[src/rtl/dmem_arbiter.sv]
// Two-port data-memory arbiter: core (A) and DMA (B) share one single-cycle memory.
// Fair round-robin on ties, optional locked bursts of up to MAX_BURST beats, registered responses.
module dmem_arbiter #(
    parameter int unsigned DEPTH     = 64,
    parameter int unsigned MAX_BURST = 4
) (
    input  logic        clk,
    input  logic        rst,

    input  logic        a_req,
    input  logic        a_we,
    input  logic        a_lock,
    input  logic [31:0] a_addr,
    input  logic [31:0] a_wdata,
    output logic        a_gnt,
    output logic        a_rvalid,
    output logic [31:0] a_rdata,
    output logic        a_err,

    input  logic        b_req,
    input  logic        b_we,
    input  logic        b_lock,
    input  logic [31:0] b_addr,
    input  logic [31:0] b_wdata,
    output logic        b_gnt,
    output logic        b_rvalid,
    output logic [31:0] b_rdata,
    output logic        b_err,

    output logic        mem_read,
    output logic        mem_write,
    output logic [31:0] mem_addr,
    output logic [31:0] mem_wdata,
    input  logic [31:0] mem_rdata
);

    localparam int unsigned BW       = (MAX_BURST < 1) ? 1 : $clog2(MAX_BURST + 1);
    localparam logic [BW-1:0] MAX_B  = BW'(MAX_BURST);
    localparam bit          CAN_LOCK = (MAX_BURST > 1);

    typedef enum logic [1:0] {
        IDLE,
        OWN_A,
        OWN_B
    } state_t;

    typedef enum logic {
        PORT_A,
        PORT_B
    } port_t;

    state_t        state, state_nx;
    port_t         last, last_nx;
    logic [BW-1:0] beats, beats_nx;
    logic [BW-1:0] beat_inc;

    logic          any_gnt;
    logic          sel_we;
    logic          sel_lock;
    logic [31:0]   sel_addr;
    logic [31:0]   sel_wdata;
    logic          in_range;

    // Grant decision; reset gates everything so nothing can commit while rst is high.
    always_comb begin
        a_gnt = 1'b0;
        b_gnt = 1'b0;
        if (!rst) begin
            unique case (state)
                IDLE: begin
                    if (a_req && b_req) begin
                        if (last == PORT_B) a_gnt = 1'b1;
                        else                b_gnt = 1'b1;
                    end else begin
                        a_gnt = a_req;
                        b_gnt = b_req;
                    end
                end
                OWN_A:   a_gnt = a_req;
                OWN_B:   b_gnt = b_req;
                default: ;
            endcase
        end
    end

    assign any_gnt   = a_gnt | b_gnt;
    assign sel_we    = b_gnt ? b_we    : a_we;
    assign sel_lock  = b_gnt ? b_lock  : a_lock;
    assign sel_addr  = b_gnt ? b_addr  : a_addr;
    assign sel_wdata = b_gnt ? b_wdata : a_wdata;
    assign in_range  = (sel_addr < DEPTH);

    always_comb begin
        mem_read  = 1'b0;
        mem_write = 1'b0;
        mem_addr  = '0;
        mem_wdata = '0;
        if (any_gnt && in_range) begin
            mem_read  = !sel_we;
            mem_write = sel_we;
            mem_addr  = sel_addr;
            mem_wdata = sel_wdata;
        end
    end

    assign beat_inc = beats + 1'b1;

    always_comb begin
        state_nx = state;
        beats_nx = beats;
        last_nx  = last;
        if (any_gnt) last_nx = b_gnt ? PORT_B : PORT_A;
        unique case (state)
            IDLE: begin
                beats_nx = '0;
                if (any_gnt && sel_lock && CAN_LOCK) begin
                    state_nx = b_gnt ? OWN_B : OWN_A;
                    beats_nx = BW'(1);
                end
            end
            OWN_A, OWN_B: begin
                // Only the owner can be granted here, so any_gnt means an owner beat.
                if (any_gnt && sel_lock && (beat_inc < MAX_B)) begin
                    beats_nx = beat_inc;
                end else begin
                    state_nx = IDLE;
                    beats_nx = '0;
                end
            end
            default: begin
                state_nx = IDLE;
                beats_nx = '0;
            end
        endcase
    end

    always_ff @(posedge clk or posedge rst) begin
        if (rst) begin
            state <= IDLE;
            last  <= PORT_B;
            beats <= '0;
        end else begin
            state <= state_nx;
            last  <= last_nx;
            beats <= beats_nx;
        end
    end

    always_ff @(posedge clk or posedge rst) begin
        if (rst) begin
            a_rvalid <= 1'b0;
            a_err    <= 1'b0;
            a_rdata  <= '0;
            b_rvalid <= 1'b0;
            b_err    <= 1'b0;
            b_rdata  <= '0;
        end else begin
            a_rvalid <= a_gnt;
            a_err    <= a_gnt && !in_range;
            a_rdata  <= (a_gnt && in_range && !sel_we) ? mem_rdata : '0;
            b_rvalid <= b_gnt;
            b_err    <= b_gnt && !in_range;
            b_rdata  <= (b_gnt && in_range && !sel_we) ? mem_rdata : '0;
        end
    end

endmodule
[config.mk]
export PLATFORM = sky130hd
export DESIGN_NAME = dmem_arbiter
export DESIGN_NICKNAME = d
export VERILOG_FILES = /design/src/rtl/dmem_arbiter.sv
export SDC_FILE = /design/constraint.sdc
export NUM_CORES = 1
export LEC_CHECK = 0
export BUFFER_PORTS_ARGS = -buffer_cell sky130_fd_sc_hd__buf_4
export CAP_MARGIN = 0
export CORE_AREA = 2 2 119 121
export CTS_CLUSTER_SIZE = 24
export DETAILED_ROUTE_END_ITERATION = 8
export DIE_AREA = 0 0 121 123
export GPL_TIMING_DRIVEN = 1
export PLACE_DENSITY = 0.7
export SETUP_SLACK_MARGIN = 0.15
export SYNTH_ARGS = -nofsm -noshare
export SYNTH_HDL_FRONTEND = slang
export SYNTH_SLANG_ARGS = --single-unit
[constraint.sdc]
create_clock -name clk -period 2.84 [get_ports clk]
set_clock_uncertainty 0.15 [all_clocks]
set_input_delay 0.142 -clock clk [delete_from_list [all_inputs] [get_ports clk]]
set_output_delay 0.142 -clock clk [all_outputs]
set_load 0.01 [all_outputs]
### After elaboration in Yosys (flattened, before gate mapping)

Cells that the tools add are included.

* bits in registers: 74

* add/sub/neg operators: 1
* $lt $le $gt $ge: 2
* equal/unequal tests: 4
* multiplexer cells: 26
* bitwise operators: 1
* reductions and logical operators: 15

Operators by type and width (number)
* two-way mux 32 bit: 6
* < comparator 32 x 7 -> 1 bit, second input constant: 1
* two-way mux 1 bit: 12
* logical AND 1 bit: 10
* two-way mux 2 bit: 3
* one-hot mux 3 bit (2 select lines): 1
* inequality test 2 bit, second input constant: 2
* one-hot mux 1 bit (2 select lines): 2
* one-hot mux 2 bit (2 select lines): 1
* adder 3 x 1 -> 3 bit, second input constant: 1
* < comparator 3 bit, second input constant: 1
* two-way mux 3 bit: 1
* == test 2 x 1 -> 1 bit, second input constant: 1
* == test 2 bit, second input constant: 1
* zero test 1 bit: 2
* zero test 2 bit: 1
* AND reduction 2 bit: 1
* OR reduction 2 bit: 1
* bitwise OR 1 bit: 1

### Longest topological paths before layout

* depth in word-level cells: 9
* mapped depth: 10
* mapped depth without buffers: 8

### Least setup slack after synthesis

No wires, ideal clock.

* kind: register to output
* start: register state[0]
* end: output mem_addr[0]
* arrival time: 2.292 ns
* slack: 0.256 ns
* cell stages (with the launch flop): 11
* buffers on the path: 3
* cell sequence: dfrtp_1 > inv_1 > ha_1 > a21boi_1 > o21ai_1 > buf_4 > or3_4 > o21a_1 > buf_2 > buf_1 > nor3_1

* longest elaborated chain between the ends: 7

Ends and longest elaborated chain
* start, declared: RTL line 52 `state_t state, state_nx;`
* start signal, assigned: RTL line 143 `state <= state_nx;`
* == test 2 bit or zero test 2 bit (tied branches): RTL line 69 `unique case (state)`
* one-hot mux 1 bit (2 select lines): RTL line 69
* two-way mux 1 bit: RTL line 68 `if (!rst) begin`
* two-way mux 32 bit: RTL line 89 `assign sel_addr = b_gnt ? b_addr : a_addr;`
* < comparator 32 x 7 -> 1 bit: RTL line 91 `assign in_range = (sel_addr < DEPTH);`
* logical AND 1 bit: RTL line 98 `if (any_gnt && in_range) begin`
* two-way mux 32 bit (*): RTL line 98
* end, declared: RTL line 32 `output logic [31:0] mem_addr,`

Every way passes the cells marked *; elsewhere a longest branch is shown, timed or not.

### Final worst setup path

* start: register state[1]
* end: output mem_wdata[26]

* longest elaborated chain between the ends: 7

Ends and longest elaborated chain
* == test 2 bit or zero test 2 bit (tied branches): RTL line 69
* one-hot mux 1 bit (2 select lines): RTL line 69
* two-way mux 1 bit: RTL line 68
* two-way mux 32 bit: RTL line 89
* < comparator 32 x 7 -> 1 bit: RTL line 91
* logical AND 1 bit: RTL line 98
* two-way mux 32 bit (*): RTL line 98
* end, declared: RTL line 33 `output logic [31:0] mem_wdata,`

Marks and branches as above.

==> flow_summary.json <==
{
  "fin_crit_sh_pct": 94.50,
  "die_x_um": 121,
  "syn_area_sq_um": 3558,
  "grt_pass1_vias": 3632,
  "crit_required_ps": 2550,
  "crit_family": "buffers and inverters",
  "yosys.area.top_type": "dfrtp_1",
  "worstSetupEndpointType": "primary output",
  "synth_edf_count": 0,
  "vias": 3605,
  "grt.total_usage_pct": 16.00,
  "grt_max_degree": 67,
  "multi_input_area_sq_um": 1912,
  "ys_seq_area_share_pct": 52.07,
  "fin_tns_setup_ps": 0,
  "dieArea_sq_um": 14880,
  "path_clk_slew_ps": 60,
  "ys_top_cells_by_area": "dfrtp_1 (51%), and2_1 (11%), mux2i_1 (10%), buf_4 (5.7%), nor3_1 (5.5%)",
  "ios": 304,
  "root_buffer": "clkbuf_16",
  "detail_route.wl_per_cell_um": 16.20,
  "p_per_area_nw_per_um2": 464.2,
  "fin_ws_ps": 156.1,
  "drt-vias-per-instance": 4.297,
  "portBuffers": 277,
  "path_buf_inv": 3,
  "drt-total-wl_um": 13590,
  "critPathSlowestCell": "mux2_2",
  "seq_area_sq_um": 1853,
  "cts.sinks": 74,
  "slew_viol_final": 0,
  "synthFlopType": "dfrtp_1",
  "postLayoutCoreUtil_pct": 52.92,
  "pre_cts_slack_ps": 65.70,
  "synthDistinctLibCells": 35,
  "area_delta_synth_final_pct": 102.4,
  "core-area_sq_um": 13610,
  "p_leak_nw": 3.933,
  "critPathLaunchType": "register",
  "place.gp.congestion": 0.8826,
  "peakVddDrop_mv": 0.2402,
  "arrival_ps": 2390,
  "max_freq_mhz": 372.6,
  "clock_latency_ps": 320,
  "maxCapViolCount": 0,
  "diodes": 0,
  "initialDrtViolationCount": 126,
  "rsz0062_at_grt": "true",
  "hold_viol": 0,
  "setup_violations": 0,
  "ant_nets": 0,
  "first_pass_iters": 4,
  "cts_tree": "done",
  "rows": 43,
  "critical_path.cell_chain": "inv_2, ha_4, a21boi_4, o21ai_4, mux2_2, buf_12, nor3_4, buf_6",
  "initial_core_util_pct": 26.14,
  "drive_above_1_share_pct": 56.30,
  "htreeDepth": 3,
  "gr-total-overflow": 0,
  "nFillCells": 1158,
  "crit_path_max_fanout": 40,
  "period_minus_slack_ps": 2684,
  "grt_pass1_wl_um": 18150,
  "layout.nets": 827,
  "dp_hpwl_um": 9791,
  "synth_top_area_share_pct": 51.34,
  "netlist_instances": 329,
  "hold_class": "primary input to register",
  "cts_buffers": 9,
  "reg2reg_setup_slack_ps": 280,
  "async_reset_ff_share_pct": 100.0,
  "syn-mean-instance-area_sq_um": 10.82,
  "path_class": "register to primary output",
  "cts.path.max_buffers": 2,
  "yosysWarnings": 0,
  "power_w": 0.003344,
  "antenna_found_initial": 0,
  "die_h_um": 123,
  "synth_most_common_cell": "dfrtp_1",
  "slowest_delay_ps": 440,
  "whs_ps": 120.8,
  "ys_seq_elements": 74,
  "yosys-top-cells-count": "dfrtp_1 (73), and2_1 (65), nor3_1 (39)",
  "drc_errors": 0,
  "status": "completed"
}
-- worst min-delay path: stages --
cell and delay (ps):
buf_4 70, nor2_1 30, nand2_1 150, nor3_1 80, nor2_1 80
-- sequential cells by signal, summed over array words and instances (netlist names) --
| name | count |
|---|---|
| b_rdata | 32 |
| a_rvalid | 1 |
| a_rdata | 32 |
| a_err | 1 |
| state | 2 |
| beats | 3 |
| last | 1 |
| b_err | 1 |
| b_rvalid | 1 |
-- placed cells by master, fill, tap and decap left out, types with 7 or more instances in the layout --
| cell type | count |
|---|---|
| and2_1 | 65 |
| buf_12 | 7 |
| buf_4 | 262 |
| buf_6 | 26 |
| clkbuf_16 | 13 |
| conb_1 | 27 |
| dfrtp_1 | 73 |
| dlygate4sd3_1 | 33 |
| mux2i_1 | 36 |
| nand2_1 | 9 |
| nor2_1 | 9 |
| nor3_2 | 15 |
| nor3_4 | 23 |
| nor4_1 | 12 |
-- per-layer routing --
metal | global-route usage (%) | up-vias | part of all wire, %
li1 | - | 1710 | -
met1 | 17.15 | 1687 | 36
met2 | 31.21 | 192 | 56
met3 | 2.998 | 16 | 7.0
met4 | 5.451 | 0 | 1.7
met5 | 0 | - | 0
-- kinds of logic after synthesis --
group / share of synthesized area [%]
AOI/OAI and AO/OA: 3.200
xor gates and xnor gates: 0.2462
adders and majority gates: 1.758
buffers and inverters: 8.298
DFF: 52.07
muxes: 11.04
other: 0.1054
and+or+nand+nor: 23.28
-- power breakdown --
group | switching (W) | internal [W]
Clock | 0.000431 | 0.000865
Sequential | 0.0000285 | 0.00110
Combinational | 0.000442 | 0.000480
-- cell type report --
type                    count  area share, %
repair buffers            333          39.50
inverters                   5         0.2606
clock buffers               9          3.127
clock inverters             7          1.720
well taps                 180          3.127
multi-input cells         231          26.54
flip-flops and latches     74          25.73
-- through the flow --
stage               std cells  cell area (sq um)
finish                    839               7203
global route              839               7203
CTS                       828               6650
detailed placement        773               5787
global placement          773               5787
floorplan                 355               3656
-- repair_timing --
item / CTS / global route
pin swaps: 3 / 31
buffers inserted: 6 / 4
hold buffers: 33 / 0
hold endpoints to repair: 138 / 0
resized for setup: 30 / 83
setup endpoints to repair: 53 / 72
gates cloned: 0 / 7
-- path summary, 6_finish.rpt --
| kind | from | to | depth (start not counted) |
|---|---|---|---|
| setup / recovery | state[1] | mem_wdata[26] | 8 |
| hold / removal | b_addr[29] | b_err | 5 |
| setup reg to reg | state[1] | a_rdata[8] | 11 |
| hold reg to reg | last | last | 1 |
| max in group asynchronous | rst | a_rdata[9] | 4 |
| min in group asynchronous | rst | beats[0] | 3 |
Note: power is estimated with default switching activity, not from simulation.
